[src/rtl/button_event_decoder.sv]
// button_event_decoder
//   Classifies a debounced button level into short press, long press and
//   double click, and emits one-cycle event pulses for the RGB mode/colour
//   controller. The design is a registered FSM with a single shared cycle
//   counter, and every output is a flop.
//
//   Optional feature: define REPEAT_EN to enable auto-repeat while the button
//   is held after a long press (repeat_pulse every REPEAT_CYCLES). When
//   REPEAT_EN is undefined, repeat_pulse stays 0 and the counter is held at 0
//   in HOLD.
//
// Ports
//   clk           clock
//   reset         synchronous, active-high reset
//   btn_in        debounced button level, 1 = pressed
//   short_press   1-cycle pulse: single press released, no 2nd press in window
//   long_press    1-cycle pulse: press held LONG_PRESS_CYCLES
//   double_click  1-cycle pulse: 2nd press started inside the window
//   repeat_pulse  1-cycle pulse: auto-repeat while held
//   btn_held      level: 1 while in HOLD
module button_event_decoder #(
  parameter int LONG_PRESS_CYCLES    = 50_000_000,
  parameter int DCLICK_WINDOW_CYCLES = 15_000_000,
  parameter int REPEAT_CYCLES        = 10_000_000,
  parameter int CNT_W                = 26
) (
  input  logic clk,
  input  logic reset,
  input  logic btn_in,
  output logic short_press,
  output logic long_press,
  output logic double_click,
  output logic repeat_pulse,
  output logic btn_held
);

  // Catch parameter sets that would let the counter miss its terminal count.
  if (LONG_PRESS_CYCLES < 2 || DCLICK_WINDOW_CYCLES < 2 || REPEAT_CYCLES < 2) begin : g_bad_min
    $error("button_event_decoder: *_CYCLES must be >= 2");
  end
  if (longint'(LONG_PRESS_CYCLES) > (64'd1 << CNT_W) ||
      longint'(DCLICK_WINDOW_CYCLES) > (64'd1 << CNT_W) ||
      longint'(REPEAT_CYCLES) > (64'd1 << CNT_W)) begin : g_bad_width
    $error("button_event_decoder: CNT_W too narrow");
  end

  localparam logic [CNT_W-1:0] LONG_TC   = CNT_W'(LONG_PRESS_CYCLES - 1);
  localparam logic [CNT_W-1:0] DCLICK_TC = CNT_W'(DCLICK_WINDOW_CYCLES - 1);
`ifdef REPEAT_EN
  localparam logic [CNT_W-1:0] REPEAT_TC = CNT_W'(REPEAT_CYCLES - 1);
`endif

  typedef enum logic [2:0] {IDLE, PRESS1, GAP, HOLD, WAITREL} state_t;

  state_t           state, state_n;
  logic [CNT_W-1:0] cnt, cnt_n;
  logic             short_n, long_n, dclick_n, rep_n;

  always_ff @(posedge clk) begin
    if (reset) begin
      // WAITREL: a button held through reset is ignored until released.
      state        <= WAITREL;
      cnt          <= '0;
      short_press  <= 1'b0;
      long_press   <= 1'b0;
      double_click <= 1'b0;
      repeat_pulse <= 1'b0;
      btn_held     <= 1'b0;
    end else begin
      state        <= state_n;
      cnt          <= cnt_n;
      short_press  <= short_n;
      long_press   <= long_n;
      double_click <= dclick_n;
      repeat_pulse <= rep_n;
      btn_held     <= (state_n == HOLD);
    end
  end

  always_comb begin
    state_n  = state;
    cnt_n    = cnt;
    short_n  = 1'b0;
    long_n   = 1'b0;
    dclick_n = 1'b0;
    rep_n    = 1'b0;
    case (state)
      IDLE: begin
        cnt_n = '0;
        if (btn_in) state_n = PRESS1;
      end
      PRESS1: begin
        // Release is checked first so it wins over the terminal count.
        if (!btn_in) begin
          state_n = GAP;
          cnt_n   = '0;
        end else if (cnt == LONG_TC) begin
          state_n = HOLD;
          cnt_n   = '0;
          long_n  = 1'b1;
        end else begin
          cnt_n = cnt + 1'b1;
        end
      end
      GAP: begin
        // A second press wins over the window expiring on the same edge.
        if (btn_in) begin
          state_n  = WAITREL;
          cnt_n    = '0;
          dclick_n = 1'b1;
        end else if (cnt == DCLICK_TC) begin
          state_n = IDLE;
          cnt_n   = '0;
          short_n = 1'b1;
        end else begin
          cnt_n = cnt + 1'b1;
        end
      end
      HOLD: begin
        cnt_n = '0;
        if (!btn_in) begin
          state_n = IDLE;
        end
`ifdef REPEAT_EN
        else if (cnt == REPEAT_TC) begin
          rep_n = 1'b1;
        end else begin
          cnt_n = cnt + 1'b1;
        end
`endif
      end
      WAITREL: begin
        cnt_n = '0;
        if (!btn_in) state_n = IDLE;
      end
      default: begin
        state_n = WAITREL;
        cnt_n   = '0;
      end
    endcase
  end

endmodule

[config.mk]
export PLATFORM = sky130hd
export DESIGN_NAME = button_event_decoder
export DESIGN_NICKNAME = d
export VERILOG_FILES = /design/src/rtl/button_event_decoder.sv
export SDC_FILE = /design/constraint.sdc
export NUM_CORES = 1
export LEC_CHECK = 0
export BUFFER_PORTS_ARGS = -buffer_cell sky130_fd_sc_hd__buf_2
export CAP_MARGIN = 25
export CELL_PAD_IN_SITES_DETAIL_PLACEMENT = 1
export CELL_PAD_IN_SITES_GLOBAL_PLACEMENT = 1
export CORE_MARGIN = 10
export CORE_UTILIZATION = 40
export CTS_CLUSTER_SIZE = 24
export DETAILED_ROUTE_END_ITERATION = 12
export PLACE_DENSITY = 0.71
export SLEW_MARGIN = 40
export SYNTH_ARGS = -nofsm -noshare
export SYNTH_HDL_FRONTEND = slang
export SYNTH_SLANG_ARGS = --single-unit
[constraint.sdc]
create_clock -name clk -period 1.85 [get_ports clk]
set_input_delay 0.2775 -clock clk [delete_from_list [all_inputs] [get_ports clk]]
set_output_delay 0.2775 -clock clk [all_outputs]
set_load 0.005 [all_outputs]
-- Word level (Yosys, flattened, before mapping)
Index checks and enable logic that the tools add are counted.
- register bits after elaboration: 33
- input bits: 3
- output and inout bits: 5
- word-level logic and storage cells: 37
- add/sub/neg operators: 1
- equal/unequal tests: 7
- muxes and demuxes: 15
- bitwise operators: 3
- reduce and logical (&&, ||, !) cells: 5
- operator list (operator ; count):
    2-to-1 mux 26 bit ; 4
    case mux 26 bit (2 select lines) ; 1
    adder 26 x 1 -> 26 bit, second input constant ; 1
    == test 26 x 24 -> 1 bit, second input constant ; 1
    == test 26 bit, second input constant ; 1
    2-to-1 mux 3 bit ; 6
    case mux 3 bit (4 select lines) ; 1
    == test 3 x 2 -> 1 bit, second input constant ; 3
    OR reduction 3 bit ; 2
    OR reduction 2 bit ; 2
    == test 3 x 1 -> 1 bit, second input constant ; 1
    == test 3 bit, second input constant ; 1
    logical NOT 3 bit ; 1
    2-to-1 mux 1 bit ; 3
    NOT 1 bit ; 3

-- Depth between registers and ports, before layout
- depth in word-level cells: 5
- gate-level depth with buffers: 7

-- Worst setup path before layout
OpenSTA, ideal clock, no wires.
- kind: reg2reg
- from: register cnt[6]
- to: register cnt[16]
- setup time: 115 ps
- arrival time: 1649 ps
- required time: 1735 ps
- path slack: 86 ps
- stages on the path, launching flop included: 7
- path through: dfxtp_1 > or4b_1 > nor3_2 > nand3_2 > a22oi_4 > buf_4 > nor2_1
- longest elaborated chain between the ends: 4
- RTL lines (element ; line ; RTL):
    start: declaration ; 56 ; logic [CNT_W-1:0] cnt, cnt_n;
    start signal: assignment ; 71 ; cnt <= cnt_n;
    adder 26 x 1 -> 26 bit, or another cell as far along ; 102, 116 ;
    2-to-1 mux 26 bit, on equally long branches ; 111, 97 ;
    2-to-1 mux 26 bit, on equally long branches ; 107, 94 ;
    case mux 26 bit (2 select lines) (*) ; 87 ; case (state)
Every way passes the cells marked *; elsewhere a longest branch is shown, timed or not.
A chain may end at the register's enable or synchronous reset.

-- Worst setup path after layout
- from: register cnt[20]
- to: register cnt[9]
- longest elaborated chain between the ends: 4
- RTL lines (element ; line):
    == test 26 x 24 -> 1 bit or == test 26 bit (tied branches) ; 111, 97
    2-to-1 mux 26 bit, on equally long branches ; 111, 97
    2-to-1 mux 26 bit, on equally long branches ; 107, 94
    case mux 26 bit (2 select lines) (*) ; 87
Marks and branches as above.

==> reports/qor.yml <==
logic_synthesis:
  synth_mux_area_share_pct: 0
  synth_cells: 163
  synth_warnings: 0
  syn_area_um2: 1469
  synthArstFlopShare_pct: 0
  synth_compound_area_share_pct: 3.322
  syn_nets: 167
  synth_xor_area_share_pct: 14.31
  seq_area_frac_synth_pct: 44.97
  yosys.area_share.simple_pct: 33.90
  ys_types: 33
  synth-main-ff-cell: "dfxtp_1"
  syn_avg_cell_area_um2: 9.012
  synth_adder_area_share_pct: 0.8518
  synth-edff-count: 0
  synth_seq_cells: 33
  synth_top_family_by_area: "simple AND/OR/NAND/NOR gates"
finish:
  fin_nets: 194
  n_fill_cell: 410
  final_layout_size_suffix_gt1_share_pct: 25.26
  syn2layout_area_growth_pct: 25.47
  final_area_um2: 1843
  antenna_cells: 0
cts:
  clock_sinks: 33
  clock_path_buffers: 2
  numCtsBuffers: 5
  clk_pin_slew_ns: 0.06
  htree_levels: 2
  clk_latency_ns: 0.29
  cts_hold_buf: 0
  cts_root_buffer: "clkbuf_8"
  cts_tree: "yes"
timing:
  hold_viol_final: 0
  max_slew_margin_pct: 64.96
  period_share_pct: 99.39
  slew_viol_final: 0
  fin_ws_ns: 0.01123
  tightestPinTransition_ns: 0.5209
  fmax_mhz: 543.8
  fin_skew_ns: 0.002792
  finalCriticalPeriod_ns: 1.839
  setup_viol: 0
  rsz0062_at_grt: "true"
floorplanning:
  initial_utilization_pct: 42.68
  dieArea_um2: 6496
  coreArea_um2: 3442
  rows: 21
  die_h_um: 80.60
  dieWidth_um: 80.60
  num_io_pins: 8
power_and_ir_drop:
  powerDensity_nw_per_um2: 692.1
  power_mw: 1.276
  irDropWorstVdd_v: 0.0003815
  leakage_nw: 0.6361
detailed_routing:
  vias: 1239
  drcViolationCount: 0
  ant_nets: 0
  viasPerCell: 5.250
  wl_per_cell_um: 15.42
  drt-pass1-iter-count: 4
  drt_first_iter_violations: 38
  routed_wirelength_mm: 3.639
worst_setup_path:
  required_ns: 2.03
  crit_path_end_kind: "flip-flop"
  worst_setup_path_start_kind: "flip-flop"
  critPathMaxFanout: 7
  worstPathArrival_ns: 2.02
  crit_type: "reg -> reg"
place:
  routabilityCongestion: 0.8950
  dpl_cell_area_um2: 1670
  hpwl_mm: 2.654
  post-place-ws_ns: 0.05343
  io_buffer_count: 6
global_routing:
  grt_usage_pct: 12.26
  grt_overflow_total: 0
  grt_pass1_wl_mm: 6.175
  grt_max_degree: 15
  antenna_found_initial: 0
  grt_pass1_vias: 1355
status:
  status: "finished clean"
run:
  maxCapViolCount: 0
hold_path:
  hold_path.class: "in -> reg"
critical path, cell delays in order, from the launching register on:
cell       delay, ns
dfxtp_2         0.32
or4b_4          0.53
nor3_2          0.18
nand3_2         0.13
a22oi_4         0.31
clkbuf_16       0.23
nor2_2          0.04
cell usage in the layout (no fill, tap or decap), types with 7 or more instances in the layout:
master / count
dfxtp_1: 31
nor2_1: 26
buf_4: 16
nor2_2: 7
nand3_1: 12
xnor2_1: 10
nand2_1: 8
nand4_1: 8
xor2_1: 14
metal layers:
layer | up-vias | global-route usage (%) | routed length, µm
met5 | - | 0 | 0
met4 | 0 | 7.394 | 79
met3 | 8 | 3.118 | 113
met2 | 14 | 20.70 | 1887
met1 | 601 | 13.44 | 1559
li1 | 616 | - | -
what timing repair did:
item,4_1_cts,5_1_grt
buffers inserted,0,2
hold endpoints to repair,0,0
setup endpoints to repair,0,24
resized for setup,0,15
state kept, by name, summed over array words and instances (netlist names):
register      cells
btn_held          1
cnt              26
short_press       1
double_click      1
long_press        1
state             3
cells by family after synthesis:
group / after synthesis
other: 1
DFF: 33
and+or+nand+nor: 93
buffers and inverters: 6
AOI/OAI and AO/OA: 5
xor gates and xnor gates: 24
adders and majority gates: 1
area by class of cell:
class | count | area [µm²] | area share (%)
multi-input combinational | 124 | 817.0 | 44.33
clock buffer | 7 | 86.33 | 4.684
sequential | 33 | 663.1 | 35.98
timing repair buffer | 25 | 215.2 | 11.68
tap | 46 | 57.56 | 3.123
inverter | 1 | 3.754 | 0.2037
path summary, 6_finish.rpt:
kind / cells after the start / slack (ns) / end / start
max: 6 / 0.01 / cnt[9] / cnt[20]
min: 2 / 0.20 / state[2] / reset
max reg2reg: 6 / 0.01 / cnt[9] / cnt[20]
min reg2reg: 1 / 0.44 / cnt[0] / cnt[0]
cell usage after synthesis, drive strengths merged (2+ instances only):
master	count	share of area, %
xnor2	10	6.0
nand4	8	3.4
nand4b	3	1.8
buf	4	1.9
nand3	14	5.1
nor4	5	2.1
dfxtp	33	45
or4b	2	1.4
and3	5	2.1
nand2b	2	0.85
nor2	34	8.7
xor2	14	8.3
nor2b	3	1.3
and4	2	1.2
nand2	8	2.0
nor3	2	1.0
per-stage QoR:
| stage | utilization [%] | hold slack, ns | TNS [ns] | cells |
|---|---|---|---|---|
| after floorplan | - | 0.3790 | 0 | 163 |
| after global placement | 48.53 | 0.4226 | 0 | 226 |
| after detailed placement | 48.53 | 0.4361 | 0 | 226 |
| after CTS | 51.04 | 0.1997 | 0 | 233 |
| after global routing | 53.54 | 0.2203 | -0.2508 | 236 |
| final | 53.54 | 0.2023 | 0 | 236 |
where the power goes:
part	total (mW)	internal, mW	switching [mW]
Clock	0.544	0.295	0.250
Sequential	0.716	0.713	0.00284
Combinational	0.0150	0.00741	0.00756
Total	1.28	1.02	0.260
Power figures use the tool's default switching activity.
